`config.mk`:
```
export PLATFORM = sky130hd
export DESIGN_NAME = lsu_mem_port_flat
export DESIGN_NICKNAME = d
export VERILOG_FILES = /design/src/rtl/lsu_mem_port_if.sv /design/src/rtl/lsu_mem_port.sv /design/src/flat_wrapper.sv
export SDC_FILE = /design/constraint.sdc
export NUM_CORES = 1
export LEC_CHECK = 0
export CAP_MARGIN = 10
export CORE_MARGIN = 5
export CORE_UTILIZATION = 52
export CTS_CLUSTER_DIAMETER = 30
export DETAILED_ROUTE_END_ITERATION = 8
export HOLD_SLACK_MARGIN = 0.1
export PLACE_DENSITY = 0.92
export SETUP_SLACK_MARGIN = 0.4
export SYNTH_ARGS = -nofsm -noshare
export SYNTH_HDL_FRONTEND = slang
export SYNTH_SLANG_ARGS = --single-unit
```
`constraint.sdc`:
```
create_clock -name clk -period 5.6 [get_ports clk]
set_clock_uncertainty 0.15 [all_clocks]
set_input_delay 1.4 -clock clk [delete_from_list [all_inputs] [get_ports clk]]
set_output_delay 1.4 -clock clk [all_outputs]
set_load 0.05 [all_outputs]
```
`src/rtl/lsu_mem_port_if.sv`:
```
// lsu_mem_port_if: request, data-memory bus and response signals of the
// load/store unit, bundled as one interface.
//   slave  modport: seen from the LSU (takes requests, drives the bus/response)
//   master modport: seen from the core/memory side (drives requests, answers bus)
// Signals:
//   req_valid/req_ready/req_is_store/req_funct3/req_addr/req_wdata : request
//   mem_valid/mem_ready/mem_addr/mem_wstrb/mem_wdata/mem_rdata     : memory bus
//   rsp_valid/rsp_data/rsp_err                                     : response
interface lsu_mem_port_if;
  logic        req_valid;
  logic        req_ready;
  logic        req_is_store;
  logic [2:0]  req_funct3;
  logic [31:0] req_addr;
  logic [31:0] req_wdata;
  logic        mem_valid;
  logic        mem_ready;
  logic [31:0] mem_addr;
  logic [3:0]  mem_wstrb;
  logic [31:0] mem_wdata;
  logic [31:0] mem_rdata;
  logic        rsp_valid;
  logic [31:0] rsp_data;
  logic        rsp_err;

  modport slave (
    input  req_valid, req_is_store, req_funct3, req_addr, req_wdata,
    input  mem_ready, mem_rdata,
    output req_ready, mem_valid, mem_addr, mem_wstrb, mem_wdata,
    output rsp_valid, rsp_data, rsp_err
  );

  modport master (
    output req_valid, req_is_store, req_funct3, req_addr, req_wdata,
    output mem_ready, mem_rdata,
    input  req_ready, mem_valid, mem_addr, mem_wstrb, mem_wdata,
    input  rsp_valid, rsp_data, rsp_err
  );
endinterface

```
`src/rtl/lsu_mem_port.sv`:
```
// lsu_mem_port: RV32I load/store unit. Takes one request at a time, checks
// funct3 legality and alignment, runs a word-addressed valid/ready bus access
// with byte strobes and replicated store lanes, and returns extended load data
// or an error as a one-cycle response pulse.
// Ports:
//   clk      : clock
//   reset_n  : synchronous active-low reset
//   bus      : lsu_mem_port_if.slave (request, memory bus, response)
// Parameter:
//   TIMEOUT_CYCLES : bus cycles to wait for mem_ready before an error; 0 = never
//
// state | meaning
// IDLE  | req_ready high, waiting for a request
// BUS   | mem_valid high, waiting for mem_ready or timeout
// RESP  | rsp_valid pulse for one cycle
module lsu_mem_port #(
  parameter int unsigned TIMEOUT_CYCLES = 255
) (
  input logic            clk,
  input logic            reset_n,
  lsu_mem_port_if.slave  bus
);

  typedef enum logic [1:0] {IDLE, BUS, RESP} state_t;

  state_t      state_q, state_d;
  logic [2:0]  funct3_q, funct3_d;
  logic        is_store_q, is_store_d;
  logic [1:0]  addr_lo_q, addr_lo_d;
  logic        mem_valid_q, mem_valid_d;
  logic [31:0] mem_addr_q, mem_addr_d;
  logic [3:0]  mem_wstrb_q, mem_wstrb_d;
  logic [31:0] mem_wdata_q, mem_wdata_d;
  logic [31:0] rsp_data_q, rsp_data_d;
  logic        rsp_err_q, rsp_err_d;
  logic [31:0] cnt_q, cnt_d;

  logic        req_legal, req_misaligned;
  logic [3:0]  req_strb;
  logic [31:0] req_lanes;
  logic [31:0] rd_shifted, load_ext;
  logic [31:0] cnt_inc;
  logic        timeout_hit;

  // Request decode
  always_comb begin
    if (bus.req_is_store)
      req_legal = (bus.req_funct3 == 3'b000) || (bus.req_funct3 == 3'b001) ||
                  (bus.req_funct3 == 3'b010);
    else
      req_legal = (bus.req_funct3 == 3'b000) || (bus.req_funct3 == 3'b001) ||
                  (bus.req_funct3 == 3'b010) || (bus.req_funct3 == 3'b100) ||
                  (bus.req_funct3 == 3'b101);
    req_misaligned = ((bus.req_funct3[1:0] == 2'b01) && bus.req_addr[0]) ||
                     ((bus.req_funct3[1:0] == 2'b10) && (bus.req_addr[1:0] != 2'b00));
    case (bus.req_funct3[1:0])
      2'b00:   begin
        req_strb  = 4'b0001 << bus.req_addr[1:0];
        req_lanes = {4{bus.req_wdata[7:0]}};
      end
      2'b01:   begin
        req_strb  = 4'b0011 << {bus.req_addr[1], 1'b0};
        req_lanes = {2{bus.req_wdata[15:0]}};
      end
      default: begin
        req_strb  = 4'b1111;
        req_lanes = bus.req_wdata;
      end
    endcase
  end

  // Load lane extraction; LW is only reached with addr_lo_q == 0
  always_comb begin
    rd_shifted = bus.mem_rdata >> {addr_lo_q, 3'b000};
    case (funct3_q)
      3'b000:  load_ext = {{24{rd_shifted[7]}}, rd_shifted[7:0]};
      3'b001:  load_ext = {{16{rd_shifted[15]}}, rd_shifted[15:0]};
      3'b100:  load_ext = {24'h0, rd_shifted[7:0]};
      3'b101:  load_ext = {16'h0, rd_shifted[15:0]};
      default: load_ext = rd_shifted;
    endcase
  end

  // cnt_inc counts the current BUS cycle too, so the bus stays valid for
  // exactly TIMEOUT_CYCLES cycles before giving up
  assign cnt_inc     = cnt_q + 32'd1;
  assign timeout_hit = (TIMEOUT_CYCLES != 0) && (cnt_inc == TIMEOUT_CYCLES);

  always_comb begin
    state_d     = state_q;
    funct3_d    = funct3_q;
    is_store_d  = is_store_q;
    addr_lo_d   = addr_lo_q;
    mem_valid_d = mem_valid_q;
    mem_addr_d  = mem_addr_q;
    mem_wstrb_d = mem_wstrb_q;
    mem_wdata_d = mem_wdata_q;
    rsp_data_d  = rsp_data_q;
    rsp_err_d   = rsp_err_q;
    cnt_d       = cnt_q;
    case (state_q)
      IDLE: begin
        if (bus.req_valid) begin
          funct3_d   = bus.req_funct3;
          is_store_d = bus.req_is_store;
          addr_lo_d  = bus.req_addr[1:0];
          if (!req_legal || req_misaligned) begin
            rsp_err_d  = 1'b1;
            rsp_data_d = 32'h0;
            state_d    = RESP;
          end else begin
            mem_valid_d = 1'b1;
            mem_addr_d  = {bus.req_addr[31:2], 2'b00};
            mem_wstrb_d = bus.req_is_store ? req_strb : 4'b0000;
            mem_wdata_d = bus.req_is_store ? req_lanes : 32'h0;
            cnt_d       = 32'h0;
            state_d     = BUS;
          end
        end
      end
      BUS: begin
        if (bus.mem_ready || timeout_hit) begin
          rsp_err_d   = !bus.mem_ready;
          rsp_data_d  = (bus.mem_ready && !is_store_q) ? load_ext : 32'h0;
          mem_valid_d = 1'b0;
          mem_addr_d  = 32'h0;
          mem_wstrb_d = 4'b0000;
          mem_wdata_d = 32'h0;
          state_d     = RESP;
        end else begin
          cnt_d = cnt_inc;
        end
      end
      RESP:    state_d = IDLE;
      default: state_d = IDLE;
    endcase
  end

  always_ff @(posedge clk) begin
    if (!reset_n) begin
      state_q     <= IDLE;
      funct3_q    <= 3'b000;
      is_store_q  <= 1'b0;
      addr_lo_q   <= 2'b00;
      mem_valid_q <= 1'b0;
      mem_addr_q  <= 32'h0;
      mem_wstrb_q <= 4'b0000;
      mem_wdata_q <= 32'h0;
      rsp_data_q  <= 32'h0;
      rsp_err_q   <= 1'b0;
      cnt_q       <= 32'h0;
    end else begin
      state_q     <= state_d;
      funct3_q    <= funct3_d;
      is_store_q  <= is_store_d;
      addr_lo_q   <= addr_lo_d;
      mem_valid_q <= mem_valid_d;
      mem_addr_q  <= mem_addr_d;
      mem_wstrb_q <= mem_wstrb_d;
      mem_wdata_q <= mem_wdata_d;
      rsp_data_q  <= rsp_data_d;
      rsp_err_q   <= rsp_err_d;
      cnt_q       <= cnt_d;
    end
  end

  assign bus.req_ready = (state_q == IDLE);
  assign bus.mem_valid = mem_valid_q;
  assign bus.mem_addr  = mem_addr_q;
  assign bus.mem_wstrb = mem_wstrb_q;
  assign bus.mem_wdata = mem_wdata_q;
  assign bus.rsp_valid = (state_q == RESP);
  assign bus.rsp_data  = rsp_data_q;
  assign bus.rsp_err   = rsp_err_q;

endmodule
```
`src/flat_wrapper.sv`:
```
// flat-port wrapper written by rule: the top's interface ports become plain ports
module lsu_mem_port_flat 
#(
  parameter int unsigned TIMEOUT_CYCLES = 255
)
  (clk, reset_n, bus_req_valid, bus_req_is_store, bus_req_funct3, bus_req_addr, bus_req_wdata, bus_mem_ready, bus_mem_rdata, bus_req_ready, bus_mem_valid, bus_mem_addr, bus_mem_wstrb, bus_mem_wdata, bus_rsp_valid, bus_rsp_data, bus_rsp_err);
  lsu_mem_port_if bus_i ();
  input logic clk;
  input logic reset_n;
  input wire logic [$bits(bus_i.req_valid)-1:0] bus_req_valid;
  input wire logic [$bits(bus_i.req_is_store)-1:0] bus_req_is_store;
  input wire logic [$bits(bus_i.req_funct3)-1:0] bus_req_funct3;
  input wire logic [$bits(bus_i.req_addr)-1:0] bus_req_addr;
  input wire logic [$bits(bus_i.req_wdata)-1:0] bus_req_wdata;
  input wire logic [$bits(bus_i.mem_ready)-1:0] bus_mem_ready;
  input wire logic [$bits(bus_i.mem_rdata)-1:0] bus_mem_rdata;
  output wire logic [$bits(bus_i.req_ready)-1:0] bus_req_ready;
  output wire logic [$bits(bus_i.mem_valid)-1:0] bus_mem_valid;
  output wire logic [$bits(bus_i.mem_addr)-1:0] bus_mem_addr;
  output wire logic [$bits(bus_i.mem_wstrb)-1:0] bus_mem_wstrb;
  output wire logic [$bits(bus_i.mem_wdata)-1:0] bus_mem_wdata;
  output wire logic [$bits(bus_i.rsp_valid)-1:0] bus_rsp_valid;
  output wire logic [$bits(bus_i.rsp_data)-1:0] bus_rsp_data;
  output wire logic [$bits(bus_i.rsp_err)-1:0] bus_rsp_err;
  assign bus_i.req_valid = bus_req_valid;
  assign bus_i.req_is_store = bus_req_is_store;
  assign bus_i.req_funct3 = bus_req_funct3;
  assign bus_i.req_addr = bus_req_addr;
  assign bus_i.req_wdata = bus_req_wdata;
  assign bus_i.mem_ready = bus_mem_ready;
  assign bus_i.mem_rdata = bus_mem_rdata;
  assign bus_req_ready = bus_i.req_ready;
  assign bus_mem_valid = bus_i.mem_valid;
  assign bus_mem_addr = bus_i.mem_addr;
  assign bus_mem_wstrb = bus_i.mem_wstrb;
  assign bus_mem_wdata = bus_i.mem_wdata;
  assign bus_rsp_valid = bus_i.rsp_valid;
  assign bus_rsp_data = bus_i.rsp_data;
  assign bus_rsp_err = bus_i.rsp_err;
  lsu_mem_port #(.TIMEOUT_CYCLES(TIMEOUT_CYCLES)) u_core (.clk(clk), .reset_n(reset_n), .bus(bus_i));
endmodule
```
==> metrics.yaml, run 1 <==
synthesis:
  synth_edf_count: 0
  async_reset_ff_frac: 0
  synth_cell_types: 63
  synth_mux_area_frac: 0.0903
  synth-compound-area-share: 0.245
  ys_ff_latch: 140
  ys.flop_type: "dfxtp_1"
  synth_xor_area_frac: 0.0192
  synth.avg_cell_area_um2: 8.26
  syn_area_um2: 7300
  yosysWarnings: 0
  synthAdderAreaFrac: 0.00343
  yosys.area_share.simple: 0.194
  syn_inst: 884
  synth_top_family_by_area: "compound AO/OA/AOI/OAI gates"
  seq_area_frac_synth: 0.384
die:
  dieHeight_um: 128
  die-area_um2: 16500
  io_pins: 208
  core_area_um2: 13800
  die_x_um: 128
  start_util: 0.528
  rows: 43
cells_and_area:
  drive_above_1_share: 0.0707
  multi_input_area_um2: 4070
  fillers: 970
  ff_latch_area_um2: 2800
  diodes: 0
  nets: 1140
  syn_to_final_growth_pct: 35.7
power:
  p_leak_uw: 0.00348
  total_power_uw: 2670
  powerDensity_nw_per_um2: 269
  ir_worst_vdd_uv: 210
clock_tree:
  cts_tree: "yes"
  cts_root_buf: "clkbuf_16"
  numCtsBuffers: 17
  cts-hold-fix-buffers: 0
  cts_setup_buffers: 0
  insertion_delay_ps: 430
  numClockSinks: 140
  post_cts_resized: 0
  cts_buffer_depth: 2
  cts.clk_slew.worst_paths_ps: 60
  cts_htree_levels: 4
sta:
  drv_slew: 0
  timing.final.crit_share: 0.820
  fmax_mhz: 218
  setup_tns_ps: 0
  worst_pin_slew_ps: 1290
  max_slew_margin: 0.141
  period_minus_slack_ps: 4590
  hold_viol: 0
  grt_setup_unrepaired: "no"
  finalSetupViolCount: 0
critical_path:
  cp-start-kind: "flop"
  cp.arrival_ps: 4810
  critPathBufInv: 0
  cp_top_family: "compound AO/OA/AOI/OAI gates"
  r2r-end: "u_core.cnt_q[17]"
  crit_path_end_kind: "flop"
  reg2reg_slack_ps: 1010
  path_max_fanout: 36
  cpPeakStageDelay_ps: 1100
  crit_required_ps: 5820
  criticalPathCategory: "reg -> reg"
  cp_cell_sequence: "ha_1 -> nand3_2 -> nor4_4 -> and4_1 -> o22ai_1 -> or4_1 -> o31a_2 -> a21oi_1 -> o31a_1"
  reg2reg_from: "u_core.cnt_q[1]"
  r2r_cells: 9
  cp_slowest_cell: "a21oi_1"
job:
  drv_cap: 0
grt:
  grt_overflow: 0
  grt_pass1_wl_mm: 37.8
  grt_max_degree: 69
  grt_use_total: 0.281
  grt_pass1_vias: 7471
  antenna_found_initial: 0
placement:
  globalplace.congestion: 0.963
  port_buffers: 205
  place_hpwl_mm: 16.2
hold_path:
  hold_depth: 2
  hp-start: "u_core.bus.mem_wdata[2]"
  min_to: "u_core.bus.mem_wdata[2]"
  min_path_type: "reg -> reg"
detailed_routing:
  wl_per_cell_um: 19.5
  vias: 7562
  drt_wl_total_mm: 23.9
  dr.pass1.iters: 5
  routed_via_density: 6.16
  route.detailed.drc: 0
  antenna_left: 0
  drtIter0Drc: 852
outcome:
  status: "finished clean"
## synth_stat cells, types with 3 or more instances
cell type / count / area share
nor4_1: 14 / 0.012
and3_1: 4 / 0.0034
buf_1: 6 / 0.0031
o21ai_1: 11 / 0.0075
mux2_2: 15 / 0.023
nand4_1: 41 / 0.035
o211ai_1: 31 / 0.032
nand2_1: 121 / 0.062
o22ai_1: 3 / 0.0026
a41oi_1: 8 / 0.0096
o2bb2ai_1: 13 / 0.016
nor2_1: 33 / 0.017
nor2b_1: 6 / 0.0051
xnor2_1: 12 / 0.014
nand3_1: 16 / 0.011
o21ai_0: 63 / 0.043
o41ai_1: 4 / 0.0048
buf_6: 3 / 0.0046
xor2_1: 4 / 0.0048
nor3_1: 8 / 0.0055
a21o_1: 20 / 0.021
a21oi_1: 65 / 0.045
buf_2: 19 / 0.013
o31a_1: 4 / 0.0048
o2111ai_1: 10 / 0.012
a221oi_1: 3 / 0.0036
dfxtp_1: 140 / 0.38
a31oi_1: 11 / 0.0094
a22o_1: 10 / 0.012
buf_4: 3 / 0.0031
or4_1: 9 / 0.0093
and4_1: 6 / 0.0072
inv_1: 22 / 0.011
clkbuf_1: 54 / 0.028
mux2i_1: 49 / 0.067
and2_1: 7 / 0.0060
## metal layers
layer,global-route usage,vias up,routed length (um)
met5,0,-,0
met2,0.466,381,11800
met1,0.334,3556,9220
met4,0.115,0,726
met3,0.0980,64,2190
li1,-,3561,-
## state kept, by name, summed over array words and instances (netlist names), 2 cells and up
signal                cells
u_core.bus.mem_wdata     32
u_core.bus.rsp_data      32
u_core.cnt_q             32
u_core.bus.mem_addr      30
u_core.bus.mem_wstrb      4
u_core.funct3_q           3
u_core.addr_lo_q          2
u_core.state_q            2
## power breakdown
part           internal, uW  switching, uW  total, uW  leakage, uW
registers              1030           27.8       1060      0.00113
clock network           726            438       1160     0.000288
logic                   174            273        447      0.00206
total                  1930            739       2670      0.00348
## cells in the final DEF, fill, tap and decap left out, types with 6 or more instances in the layout
cell,synthesis,layout
a22o_1,10,10
clkbuf_16,0,17
xnor2_1,12,12
nor2_1,33,33
mux2_2,15,15
a31oi_1,11,10
and2_1,7,7
dfxtp_1,140,140
nor3_1,8,8
o21ai_1,11,10
o211ai_1,31,31
o21ai_0,63,63
a41oi_1,8,8
and4_1,6,6
buf_4,3,11
mux2i_1,49,49
a21o_1,20,20
a21oi_1,65,65
o2bb2ai_1,13,13
nor4_1,14,14
or4_1,9,9
clkdlybuf4s50_1,0,204
o2111ai_1,10,10
nand4_1,41,41
nand3_1,16,16
inv_1,22,22
nand2_1,121,120
## how the worst max path moves through the flow
stage	to	slack, ps	from	depth (start not counted)
3_5_place_dp	u_core.cnt_q[17]	1120	u_core.cnt_q[1]	9
4_1_cts	u_core.cnt_q[17]	1010	u_core.cnt_q[0]	9
6_report	u_core.cnt_q[17]	1010	u_core.cnt_q[1]	9
2_1_floorplan	u_core.bus.mem_wdata[10]	2260	u_core.cnt_q[1]	11
3_3_place_gp	u_core.cnt_q[29]	1260	u_core.cnt_q[23]	8
5_1_grt	u_core.cnt_q[17]	790	u_core.cnt_q[0]	9
## area by class of cell
class / instances / share of cell area
tap: 180 / 0.0227
inverter: 22 / 0.00833
clock buffer: 23 / 0.0472
timing repair buffer: 216 / 0.215
sequential: 140 / 0.283
multi-input combinational: 637 / 0.410
clock inverter: 9 / 0.0138
## metrics by stage
stage / hold WS, ps / setup slack [ps] / utilization / cell area [um2] / instances
final: 307 / 1010 / 0.717 / 9910 / 1227
after floorplan: 314 / 2260 / - / 7300 / 885
after CTS: 306 / 1010 / 0.717 / 9910 / 1227
after detailed placement: 293 / 1120 / 0.673 / 9310 / 1195
after global placement: 283 / 1260 / 0.673 / 9310 / 1195
after global routing: 329 / 787 / 0.717 / 9910 / 1227
## worst min-delay path, cell delays in order (launching register included)
cell and delay (ps):
dfxtp_1 310, nand2_1 50, o21ai_0 60
## kinds of logic after synthesis
logic type,count (synthesis)
compound gates,273
xor+xnor,16
fa+ha+maj,2
buf+inv,108
flops,140
mux,64
other cells,1
simple gates,280
Note: power is estimated with default switching activity, not from simulation.
==> run 2, diff against run 1 <==
Settings changed: CORE_UTILIZATION 52 to 44, PLACE_DENSITY 0.92 to 0.84.
Clock period 5.6 ns to 3.9 ns, I/O delays scaled along.
==> metrics.yaml, run 2 (same netlist as run 1, synthesis figures left out) <==
outcome:
  status: "finished clean"
power:
  p_sw_frac: 0.291  # +0.0139
  ir_worst_vdd_uv: 272  # +29%
  powerDensity_nw_per_um2: 361  # +34%
  comb_power_share: 0.180  # +0.012
  p_leak_uw: 0.00370  # +6.3%
  switching_power_uw: 1080  # +46%
  p_int_uw: 2640  # +37%
  pwr-share-clk: 0.415  # -0.022
  pwr-share-seq: 0.405  # +0.009
cells_and_area:
  final_cells: 1294  # +5.5%
  nets: 1167  # +2.4%
  ff_latch_area_um2: 2820  # +0.67%
  multi_input_area_um2: 4210  # +3.4%
  fillers: 1321  # +36%
  drive_above_1_share: 0.116  # +0.0457
  final_area_um2: 10300  # +4.0%
  fin_util: 0.628  # -0.0888
  diodes: 0  # unchanged
  layout_common_cells: "204 x clkdlybuf4s50_1, 127 x dfxtp_1, 120 x nand2_1"
  syn_to_final_growth_pct: 41.1
  mostFrequentLayoutCell: "clkdlybuf4s50_1"
detailed_routing:
  drtIter0Drc: 794  # -6.8%
  route.detailed.drc: 0  # unchanged
  drt_wl_total_mm: 24.1  # +0.65%
  routed_via_density: 5.93  # -3.7%
  antenna_left: 0  # unchanged
  dr.pass1.iters: 5  # unchanged
  wl_per_cell_um: 18.6  # -4.6%
  vias: 7677  # +1.5%
critical_path:
  cpPeakStageDelay_ps: 570  # -530 ps
  crit_path_end_kind: "flop"
  reg2reg_from: "u_core.cnt_q[22]"
  crit_end: "u_core.bus.mem_wdata[28]"
  crit_top_cell: "nand4_1"
  cp-start-kind: "flop"
  cp.depth: 9  # unchanged
  r2r-end: "u_core.bus.mem_wdata[28]"
  critPathBufInv: 1  # +1
  reg2reg_slack_ps: 490  # -510 ps
  path_max_fanout: 36  # unchanged
  r2r_cells: 9  # unchanged
  cp_slowest_cell: "or4_4"
  cp_top_family: "simple AND/OR/NAND/NOR gates"
  criticalPathCategory: "reg -> reg"
  cp_cell_sequence: "nand4_1 -> or3_4 -> a221oi_1 -> nand4_1 -> or4_4 -> o31a_4 -> o21ai_4 -> buf_12 -> mux2i_1"
  crit_required_ps: 4100  # -1720 ps
  cp.arrival_ps: 3610  # -1200 ps
  cp-startpoint: "u_core.cnt_q[22]"
clock_tree:
  cts-hold-fix-buffers: 0  # unchanged
  cts_tree: "yes"
  numCtsBuffers: 17  # unchanged
  cts.clk_slew.worst_paths_ps: 60  # about the same
  cts_root_buf: "clkbuf_16"
  cts_htree_levels: 4  # unchanged
  numClockSinks: 140  # unchanged
  cts_buffer_depth: 2  # unchanged
  insertion_delay_ps: 430  # about the same
die:
  core_area_um2: 16400  # +19%
  die-area_um2: 19300  # +17%
  dieHeight_um: 139  # +8.0%
  start_util: 0.445  # -0.0830
  io_pins: 208  # unchanged
  die_x_um: 139  # +8.0%
  rows: 47  # +9.3%
placement:
  placedCellCount: 1254  # +4.9%
  place_area_um2: 9520  # +2.3%
  port_buffers: 205  # unchanged
  place_hpwl_mm: 16.5  # +2.0%
  globalplace.congestion: 0.970  # +0.71%
job:
  drv_cap: 0  # unchanged
grt:
  antenna_found_initial: 0  # unchanged
  grt_pass1_wl_mm: 38.0  # +0.35%
  grt_overflow: 0  # unchanged
  grt_use_total: 0.237  # -0.0440
  grt-busiest-layer: "met2"
  met2_usage: 0.387  # -0.0787
  grt_max_degree: 68  # -1.4%
  grt_pass1_vias: 7294  # -2.4%
  use_met3: 0.0728  # -0.0252
  grt_use_met1: 0.292  # -0.0420
sta:
  setup_tns_ps: 0  # unchanged
  fmax_mhz: 294  # +35%
  max_slew_margin: 0.533  # +0.393
  grt_setup_unrepaired: "no"
  hold_viol: 0  # unchanged
  timing.final.crit_share: 0.873  # +0.0535
  hold_ws_ps: 302  # -5.78 ps
  worst_pin_slew_ps: 700  # -589 ps
  finalSetupViolCount: 0  # unchanged
  period_minus_slack_ps: 3410  # -1190 ps
  drv_slew: 0  # unchanged
hold_path:
  min_path_type: "reg -> reg"
run 2: through the flow:
stage	power, uW	worst slack [ps]
2_1_floorplan	1920	557
3_3_place_gp	2180	-174
3_5_place_dp	2180	-346
4_1_cts	3720	412
5_1_grt	3840	351
6_report	3720	494
run 2: area by class of cell:
class / count / area share
clock buffer: 19 / 0.0430
clock inverter: 13 / 0.0118
inverter: 22 / 0.00802
multi-input combinational: 638 / 0.408
sequential: 140 / 0.274
tap: 220 / 0.0267
timing repair buffer: 242 / 0.228
run 2: power groups by stage:
stage	clock network, uW	logic [uW]	registers (uW)
global route	1620	712	1510
global placement	0	641	1540
finish	1540	668	1510
CTS	1560	657	1510
floorplan	0	273	1640
detailed placement	0	647	1540
run 2: how the worst min path moves through the flow:
| stage | from | endpoint | slack (ps) | cells after the start |
|---|---|---|---|---|
| final | u_core.bus.rsp_data[30] | u_core.bus.rsp_data[30] | 300 | 1 |
| after global routing | u_core.bus.rsp_data[28] | u_core.bus.rsp_data[28] | 320 | 1 |
| after CTS | u_core.bus.rsp_data[30] | u_core.bus.rsp_data[30] | 300 | 1 |
| after detailed placement | u_core.bus.rsp_data[15] | u_core.bus.rsp_data[15] | 290 | 1 |
| after global placement | u_core.bus.rsp_data[28] | u_core.bus.rsp_data[28] | 280 | 1 |
| after floorplan | u_core.cnt_q[6] | u_core.cnt_q[6] | 310 | 1 |
run 2: metal layers:
| layer | up-vias | part of all wire | wire length [um] |
|---|---|---|---|
| li1 | 3623 | - | - |
| met1 | 3603 | 0.40 | 9650 |
| met2 | 380 | 0.47 | 11400 |
| met3 | 71 | 0.088 | 2120 |
| met4 | 0 | 0.037 | 898 |
| met5 | - | 0 | 0 |
run 2: timing repair:
action,in CTS,in global routing
buffers inserted,3,4
pin swaps,4,6
gates cloned,0,1
gates resized for setup,17,19
endpoints found under the setup margin,134,133
